`src/rtl/orcs_pkg.sv`:
```
// Shared definitions for the ORCS control path.
// Opcodes, ALU control encodings, FSM states and instruction fields.
package orcs_pkg;

    localparam logic [3:0] OP_NOP  = 4'h0;
    localparam logic [3:0] OP_ADD  = 4'h1;
    localparam logic [3:0] OP_SUB  = 4'h2;
    localparam logic [3:0] OP_MOV  = 4'h3;
    localparam logic [3:0] OP_CMP  = 4'h4;
    localparam logic [3:0] OP_BZ   = 4'h5;
    localparam logic [3:0] OP_BN   = 4'h6;
    localparam logic [3:0] OP_HALT = 4'hF;

    localparam logic [1:0] ALU_NONE = 2'b00;
    localparam logic [1:0] ALU_ADD  = 2'b01;
    localparam logic [1:0] ALU_SUB  = 2'b10;
    localparam logic [1:0] ALU_PASS = 2'b11;
    localparam int ALU_UPD_BIT = 2;

    // Bit positions within alu_status
    localparam int STAT_ZERO = 1;
    localparam int STAT_NEG  = 0;

    // Instruction field positions
    localparam int OPC_LSB = 12;
    localparam int RD_LSB  = 8;
    localparam int RA_LSB  = 4;
    localparam int RB_LSB  = 0;
    localparam int TGT_W   = 8;

    typedef enum logic [2:0] {
        S_IDLE,
        S_FETCH,
        S_DECODE,
        S_EXEC,
        S_WB,
        S_HALT
    } state_t;

    function automatic logic [3:0] f_opc(input logic [15:0] ins);
        return ins[OPC_LSB +: 4];
    endfunction

    function automatic logic [3:0] f_rd(input logic [15:0] ins);
        return ins[RD_LSB +: 4];
    endfunction

    function automatic logic [3:0] f_ra(input logic [15:0] ins);
        return ins[RA_LSB +: 4];
    endfunction

    function automatic logic [3:0] f_rb(input logic [15:0] ins);
        return ins[RB_LSB +: 4];
    endfunction

    function automatic logic [TGT_W-1:0] f_tgt(input logic [15:0] ins);
        return ins[TGT_W-1:0];
    endfunction

    // ALU control word for an opcode; upper bit requests a status update
    function automatic logic [2:0] alu_ctrl_of(input logic [3:0] op);
        logic [2:0] c;
        c = {1'b0, ALU_NONE};
        case (op)
            OP_ADD:  c = {1'b1, ALU_ADD};
            OP_SUB:  c = {1'b1, ALU_SUB};
            OP_MOV:  c = {1'b0, ALU_PASS};
            OP_CMP:  c = {1'b1, ALU_SUB};
            default: c = {1'b0, ALU_NONE};
        endcase
        return c;
    endfunction

endpackage

```
`src/rtl/alu_sequencer.sv`:
```
// Multi-cycle control unit: fetch, decode, execute, write-back.
// Drives register-file addresses and the ALU control word.
module alu_sequencer
    import orcs_pkg::*;
#(
    parameter int PC_WIDTH      = 8,
    parameter int DATA_WIDTH    = 16,
    parameter int FETCH_TIMEOUT = 15
) (
    input  logic                  clk,
    input  logic                  reset,
    input  logic                  start,
    output logic                  instr_req,
    output logic [PC_WIDTH-1:0]   instr_addr,
    input  logic                  instr_valid,
    input  logic [15:0]           instr_data,
    output logic [3:0]            rf_raddr_a,
    output logic [3:0]            rf_raddr_b,
    output logic [2:0]            alu_ctrl,
    input  logic [DATA_WIDTH-1:0] alu_result,
    input  logic [1:0]            alu_status,
    output logic                  rf_we,
    output logic [3:0]            rf_waddr,
    output logic [DATA_WIDTH-1:0] rf_wdata,
    output logic                  busy,
    output logic                  halted,
    output logic                  fault
);

    localparam int CW = $clog2(FETCH_TIMEOUT + 1);

    state_t                state;
    state_t                next_state;
    logic [PC_WIDTH-1:0]   pc;
    logic [15:0]           ir;
    logic [DATA_WIDTH-1:0] result;
    logic [CW-1:0]         cnt;
    logic [CW-1:0]         cnt_inc;
    logic                  timeout;
    logic                  fault_q;
    logic [3:0]            opc;
    logic [PC_WIDTH-1:0]   pc_inc;
    logic [PC_WIDTH-1:0]   tgt;

    assign opc     = f_opc(ir);
    assign pc_inc  = pc + 1'b1;
    assign tgt     = PC_WIDTH'(f_tgt(ir));
    assign cnt_inc = cnt + 1'b1;
    assign timeout = (cnt_inc == CW'(FETCH_TIMEOUT));

    // State register
    always_ff @(posedge clk or posedge reset) begin
        if (reset) begin
            state <= S_IDLE;
        end else begin
            state <= next_state;
        end
    end

    // Next-state selection
    always_comb begin
        next_state = state;
        unique case (state)
            S_IDLE: begin
                if (start) next_state = S_FETCH;
            end
            S_FETCH: begin
                if (instr_valid)  next_state = S_DECODE;
                else if (timeout) next_state = S_HALT;
            end
            S_DECODE: begin
                next_state = S_EXEC;
            end
            S_EXEC: begin
                case (opc)
                    OP_ADD, OP_SUB, OP_MOV:      next_state = S_WB;
                    OP_NOP, OP_CMP, OP_BZ, OP_BN: next_state = S_FETCH;
                    default:                     next_state = S_HALT;
                endcase
            end
            S_WB: begin
                next_state = S_FETCH;
            end
            S_HALT: begin
                next_state = S_HALT;
            end
            default: begin
                next_state = S_IDLE;
            end
        endcase
    end

    // Program counter, instruction/result registers, timeout and fault
    always_ff @(posedge clk or posedge reset) begin
        if (reset) begin
            pc      <= '0;
            ir      <= '0;
            result  <= '0;
            cnt     <= '0;
            fault_q <= 1'b0;
        end else begin
            case (state)
                S_IDLE: begin
                    if (start) begin
                        pc  <= '0;
                        cnt <= '0;
                    end
                end
                S_FETCH: begin
                    if (instr_valid) begin
                        ir  <= instr_data;
                        cnt <= '0;
                    end else begin
                        cnt <= cnt_inc;
                        if (timeout) fault_q <= 1'b1;
                    end
                end
                S_EXEC: begin
                    result <= alu_result;
                    case (opc)
                        OP_NOP, OP_CMP: pc <= pc_inc;
                        OP_BZ: pc <= alu_status[STAT_ZERO] ? tgt : pc_inc;
                        OP_BN: pc <= alu_status[STAT_NEG] ? tgt : pc_inc;
                        OP_ADD, OP_SUB, OP_MOV, OP_HALT: ;
                        default: fault_q <= 1'b1;
                    endcase
                end
                S_WB: begin
                    pc <= pc_inc;
                end
                default: ;
            endcase
        end
    end

    // Outputs decoded from the current state
    always_comb begin
        instr_req  = 1'b0;
        rf_raddr_a = 4'd0;
        rf_raddr_b = 4'd0;
        alu_ctrl   = 3'b000;
        rf_we      = 1'b0;
        rf_waddr   = 4'd0;
        rf_wdata   = '0;
        busy       = 1'b1;
        halted     = 1'b0;
        unique case (state)
            S_IDLE: begin
                busy = 1'b0;
            end
            S_FETCH: begin
                instr_req = 1'b1;
            end
            S_DECODE: begin
                rf_raddr_a = f_ra(ir);
                rf_raddr_b = f_rb(ir);
            end
            S_EXEC: begin
                rf_raddr_a = f_ra(ir);
                rf_raddr_b = f_rb(ir);
                alu_ctrl   = alu_ctrl_of(opc);
            end
            S_WB: begin
                rf_we    = 1'b1;
                rf_waddr = f_rd(ir);
                rf_wdata = result;
            end
            S_HALT: begin
                busy   = 1'b0;
                halted = 1'b1;
            end
            default: begin
                busy = 1'b0;
            end
        endcase
    end

    assign instr_addr = pc;
    assign fault      = fault_q;

endmodule

```
`config.mk`:
```
export PLATFORM = sky130hd
export DESIGN_NAME = alu_sequencer
export DESIGN_NICKNAME = d
export VERILOG_FILES = /design/src/rtl/orcs_pkg.sv /design/src/rtl/alu_sequencer.sv
export SDC_FILE = /design/constraint.sdc
export NUM_CORES = 1
export LEC_CHECK = 0
export ABC_CLOCK_PERIOD_IN_PS = 2330
export BUFFER_PORTS_ARGS = -buffer_cell sky130_fd_sc_hd__buf_2
export CORE_MARGIN = 8
export CORE_UTILIZATION = 51
export DETAILED_ROUTE_END_ITERATION = 10
export GPL_TIMING_DRIVEN = 0
export PLACE_DENSITY = 0.8
export SETUP_SLACK_MARGIN = 0.4
export SYNTH_ARGS = -nofsm -noshare
export SYNTH_HDL_FRONTEND = slang
export SYNTH_SLANG_ARGS = --single-unit
export TNS_END_PERCENT = 100
```
`constraint.sdc`:
```
create_clock -name clk -period 2.33 [get_ports clk]
set_input_delay 0.233 -clock clk [delete_from_list [all_inputs] [get_ports clk]]
set_output_delay 0.233 -clock clk [all_outputs]
set_load 0.005 [all_outputs]
```
Word-level counts from Yosys, hierarchy flattened
Cells that the tools add are included.

storage, ports and cells
  bits in registers = 48
  latch bits = 0
  bits in writable memories = 0
  ROM bits = 0
  input port bits = 38
  output and inout port bits = 44
  logic and storage cells = 71
  memories = 0

cells by class
  add/subtract/negate cells = 2
  multipliers = 0
  div/mod/pow operators = 0
  magnitude comparators = 0
  equality and inequality tests = 19
  shift-type cells = 0
  mux-type cells = 27
  bitwise gates (word level) = 0
  reductions and logical operators = 17

operator list
  cell                                                              number
  8-bit case mux with 3 select lines                                2
  8-bit two-way mux                                                 3
  4-bit two-way mux                                                 5
  3-bit case mux with 6 select lines                                1
  16-bit two-way mux                                                1
  4-bit by 3-bit == test with 1-bit output (second input constant)  3
  3-bit two-way mux                                                 4
  3-bit case mux with 3 select lines                                1
  8-bit by 1-bit adder with 8-bit output (second input constant)    1
  4-bit by 2-bit == test with 1-bit output (second input constant)  2
  4-bit == test (second input constant)                             2
  2-bit inequality test (second input constant)                     4
  4-bit case mux with 2 select lines                                1
  4-bit OR reduction                                                2
  8-bit OR reduction                                                1
  1-bit two-way mux                                                 7
  3-bit by 2-bit == test with 1-bit output (second input constant)  2
  3-bit == test (second input constant)                             2
  3-bit case mux with 2 select lines                                1
  2-bit AND reduction                                               3
  2-bit OR reduction                                                3
  4-bit by 1-bit adder with 4-bit output (second input constant)    1
  4-bit by 1-bit == test with 1-bit output (second input constant)  1
  4-bit zero test                                                   1
  10 further kinds                                                  11

Logic depth before layout (Yosys ltp)
  depth in word-level cells = 5
  depth in mapped cells = 7
  gate-level depth less buffers = 6

Least setup slack after synthesis
No wires, ideal clock.

  path type = register to register
  start point = register ir[12]
  end point = register pc[2] (netlist: instr_addr[2])
  data arrival time = 1.568 ns
  required time = 2.204 ns
  setup slack = 0.636 ns
  stages on the path, launching flop included = 8
  buffers on the path = 2
  path through = dfrtp_1 buf_6 nand3b_1 a211o_1 buf_6 a21oi_4 o21ai_0 a221o_1

on the way
  cells in the longest elaborated chain, start to end = 4

ends and longest elaborated chain
  element                                                                                                 RTL line              source
  from (decl)                                                                                             alu_sequencer.sv:35   logic [15:0] ir;
  from (signal assigned)                                                                                  alu_sequencer.sv:111  ir <= instr_data;
  4-bit by 3-bit == test with 1-bit output or 4-bit zero test (tied branches)                             alu_sequencer.sv:120  case (opc)
  2-bit OR reduction                                                                                      alu_sequencer.sv:120
  8-bit case mux with 3 select lines or 4-bit by 1-bit inequality test with 1-bit output (tied branches)  --
  8-bit case mux with 3 select lines or 3-bit AND reduction (tied branches)                               --
  to (signal assigned)                                                                                    alu_sequencer.sv:121  OP_NOP, OP_CMP: pc <= pc_inc;
  to (signal assigned)                                                                                    alu_sequencer.sv:122  OP_BZ: pc <= alu_status[STAT_ZERO] ? tgt : pc_inc;
  to (signal assigned)                                                                                    alu_sequencer.sv:123  OP_BN: pc <= alu_status[STAT_NEG] ? tgt : pc_inc;
  to (decl)                                                                                               alu_sequencer.sv:34   logic [PC_WIDTH-1:0] pc;

Several ways; a longest one is shown, not always the timed one.
A chain may end at the register's enable or synchronous reset.

Worst setup path after layout
  start point = register ir[13]
  end point = register pc[2] (netlist: instr_addr[2])

The elaborated chain is that of the path after synthesis.

==> tab_implementation.tex <==
\begin{tabular}{lr}
\hline
Metric & Value \\
\hline
\multicolumn{2}{l}{\textbf{Layout}} \\
\quad Signed area change from the synthesized netlist to the final layout & 24.1\% \\
\quad Final Non-Filler Cells & 439 \\
\quad Total inserted antenna cells & 0 \\
\quad Number of nets in the layout & 409 \\
\quad Fraction of layout cells with a size suffix above 1 & 0.341 \\
\multicolumn{2}{l}{\textbf{Global route}} \\
\quad Wire length of the first global-routing pass & 11100 um \\
\quad Maximum number of pins on one net before global-route repair & 39 \\
\quad Antenna violations before repair & 0 \\
\quad Total grt overflow & 0 \\
\quad Overall routing resource usage & 0.184 \\
\quad Vias in the first global route & 2396 \\
\multicolumn{2}{l}{\textbf{Worst hold path}} \\
\quad Hold/Removal Path Class & input pin to flop \\
\multicolumn{2}{l}{\textbf{Power and ir drop}} \\
\quad Tot Pwr & 3.78 mW \\
\quad Switching power total & 1.52 mW \\
\quad Switching power as a share of total power & 0.403 \\
\quad Portion of total power attributed to sequential cells & 0.394 \\
\quad Power density cells & 1170 nW/um2 \\
\quad Lkg Pwr & about 1.7 nW \\
\quad Highest ir drop seen on vdd & 703 uV \\
\quad Power share of the clock group & 0.135 \\
\quad Gate power share & 0.471 \\
\quad Cell-internal power & 2.25 mW \\
\multicolumn{2}{l}{\textbf{Synthesis}} \\
\quad Post-synthesis adder-cell area fraction & 0.0145 \\
\quad Simple-gate share of the synthesized area & 0.270 \\
\quad Main combinational cell family by area after synthesis & simple AND/OR/NAND/NOR gates \\
\quad Biggest area contributors in the synthesized netlist & dfrtp\_1 (46\%), nand2\_1 (8.8\%), mux2\_2 (6.5\%), and3\_1 (6.0\%), and2\_1 (2.4\%) \\
\quad Proportion of netlist area held by the largest area contributor & 0.463 \\
\quad Synthesized netlist cell count & 278 \\
\quad Proportion of synthesized chip area in sequential cells & 0.463 \\
\quad Most used DFF post-synth & dfrtp\_1 \\
\quad Avg Inst Size Synth & just over 9 um2 \\
\quad Share of cell area taken by muxes after synthesis & 0.0652 \\
\quad XOR/XNOR share of the synthesized area & 0.0169 \\
\quad Nets in the synthesized netlist & 319 \\
\quad Most numerous cell types in the synthesized netlist & nand2\_1 (61), dfrtp\_1 (48), and3\_1 (25), mux2\_2 (15) \\
\quad Number of warnings reported in the yosys synthesis log & 0 \\
\quad Share of synthesized registers carrying an async set or reset & 1.00 \\
\quad Complex-gate fraction of the synthesized area & 0.120 \\
\quad Seq cells post-synth & 48 \\
\quad Number of flops mapped to enable cells by yosys & 0 \\
\quad Synth cell types & between 40 and 50 \\
\quad Most used standard cell by instance count after synthesis & nand2\_1 \\
\quad Cell accounting for the most synthesized area & dfrtp\_1 \\
\quad Netlist area before placement & 2590 um2 \\
\multicolumn{2}{l}{\textbf{Detailed routing}} \\
\quad Post-DR wirelength/cell & 15.2 um \\
\quad DR vias & 2351 \\
\quad Violation count after the first detailed-route iteration & 97 \\
\quad Vias per cell & 5.36 \\
\quad Length of the first detailed-routing pass in iterations & 4 \\
\quad DRT Wirelength & 6660 um \\
\quad DR DRC count & 0 \\
\quad Final ANT Viol Nets & 0 \\
\multicolumn{2}{l}{\textbf{Die}} \\
\quad Core ar. & 5010 um2 \\
\quad Die width & 87.3 um \\
\quad Number of I/O pins & 82 \\
\quad Vertical die dimension & a little under 90 um \\
\quad Initial Util & 0.517 \\
\quad Area of the die & 7620 um2 \\
\quad Cell row count & 26 \\
\multicolumn{2}{l}{\textbf{Clocking}} \\
\quad Buffer count from post-CTS setup fixing & 0 \\
\quad Clk root buf & clkbuf\_8 \\
\quad Clock input transition at the sequential cells of the worst setup and hold paths & approximately 80 ps \\
\quad Latest clock arrival within the worst-skew pair & between 200 and 300 ps \\
\quad Number of clock sinks seen by CTS & 48 \\
\quad TritonCTS buffer count & 5 \\
\quad Max Buffers Root-to-Sink & 2 \\
\quad H-tree lvl count & 2 \\
\quad CTS tree & done \\
\multicolumn{2}{l}{\textbf{Timing}} \\
\quad Crit path time final & roughly 1900 ps \\
\quad Setup violators final & 0 \\
\quad Setup skew after layout & roughly 2.5 ps \\
\quad Sum Neg Setup Slack & 0 ps \\
\quad Fmax & 535 MHz \\
\quad Relative max-transition margin & 0.706 \\
\quad Number of max-slew violations in the final report & 0 \\
\quad RSZ-0062 raised after global routing & yes \\
\quad Hold Violations, Final & 0 \\
\quad Final Cycle Share & 0.802 \\
\quad Worst Tran Pin Value & approximately 440 ps \\
\multicolumn{2}{l}{\textbf{Worst setup path}} \\
\quad Crit path kind & flop to flop \\
\quad Crit path required time & 2520 ps \\
\quad Largest driver fanout on the critical path & 10 \\
\quad CP Capture Type & flop \\
\quad Category of the worst setup path launch point & flop \\
\quad Worst EP arrival & 2060 ps \\
\multicolumn{2}{l}{\textbf{Placement}} \\
\quad Buffers on Ports & 81 \\
\quad Global placer's final weighted congestion & 0.820 \\
\quad Detail Placement HPWL & 4980 um \\
\quad Placed Cells & between 400 and 500 \\
\multicolumn{2}{l}{\textbf{Outcome}} \\
\quad Run status & finished, final reports clean \\
\multicolumn{2}{l}{\textbf{Job}} \\
\quad Max-cap violations & 0 \\
\hline
\end{tabular}
[flip-flops by register name (all words and copies together), names as in the netlist]
| register | flops |
|---|---|
| instr_addr | 8 |
| state | 3 |
| fault | 1 |
| ir | 16 |
| result | 16 |
| cnt | 4 |
[repair_timing]
item                                    CTS  global route
hold buffers                              1             0
endpoints found under the hold margin    10             0
gates resized for setup                   4             8
gates cloned                              0             0
endpoints found under the setup margin   20            43
[final cells by class]
type | instances | area, um2
fill | 458 | 1790
sequential | 48 | 1200
clock buffer | 8 | 90.1
inverter | 9 | 33.8
timing repair buffer | 83 | 435
buffer | 16 | 105
tap | 70 | 87.6
multi-input combinational | 205 | 1260
[logic make-up after synthesis]
logic type      after synthesis
compound gates               45
xor+xnor                      5
fa+ha+maj                     3
buf+inv                      25
flops                        48
mux                          15
simple gates                137
[path summary, 6_finish.rpt]
path / startpoint / to / slack (ps) / depth (start not counted)
min in group asynchronous: reset / result[6] / 410 / 3
worst max-delay path: ir[13] / instr_addr[2] / 460 / 6
max in group asynchronous: reset / ir[0] / 1450 / 4
worst min register to register: fault / fault / 470 / 2
worst max register to register: ir[13] / instr_addr[2] / 460 / 6
worst min-delay path: alu_result[12] / result[12] / 120 / 3
[metrics by stage]
| step | setup WS, ps | util | hold WS (ps) | instance area (um2) |
|---|---|---|---|---|
| finish | 460 | 0.642 | 120 | 3220 |
| global route | 372 | 0.642 | 118 | 3220 |
| CTS | 415 | 0.641 | 115 | 3210 |
| detailed placement | 473 | 0.620 | 182 | 3110 |
| global placement | 307 | 0.616 | 422 | 3090 |
| floorplan | 636 | - | 338 | 2590 |
[critical path, stage by stage (launching register included)]
cell	delay, ps
dfrtp_1	470
nand3b_1	210
a211o_1	320
buf_6	150
a21oi_4	210
o21ai_0	110
a221o_1	300
[cells in the final DEF, fill, tap and decap left out, types with 2 or more instances in the layout]
cell,count
and2_1,10
and3_1,25
xnor2_1,5
dfrtp_1,48
o21ai_0,11
a211oi_1,3
nand2_1,61
mux2_2,15
nor4b_2,2
buf_6,3
nand3b_1,4
o22ai_1,3
nor2_1,11
a211o_1,3
buf_4,3
nand2b_1,3
nor3_1,3
a221o_1,2
a221oi_1,3
o31ai_1,2
buf_2,84
o21ai_1,3
nor3b_1,2
clkbuf_1,3
nor2b_1,3
ha_1,3
inv_1,8
nand3_1,7
clkbuf_8,6
clkbuf_2,6
a21oi_1,7
[per-layer routing]
metal  vias up  track usage  part of all wire
li1       1144            -                 -
met1      1101        0.210              0.41
met2        96        0.307              0.48
met3        10       0.0660             0.096
met4         0       0.0641             0.014
met5         -            0                 0
[power by group through the flow]
stage	sequential, mW	combinational (mW)	clock [mW]
final	1.49	1.78	0.511
after global routing	1.55	1.99	0.561
after global placement	1.47	1.70	0
after detailed placement	1.50	1.76	0
after CTS	1.49	1.78	0.526
after floorplan	1.42	1.26	0
No activity file was read; power rests on OpenSTA's default activity.
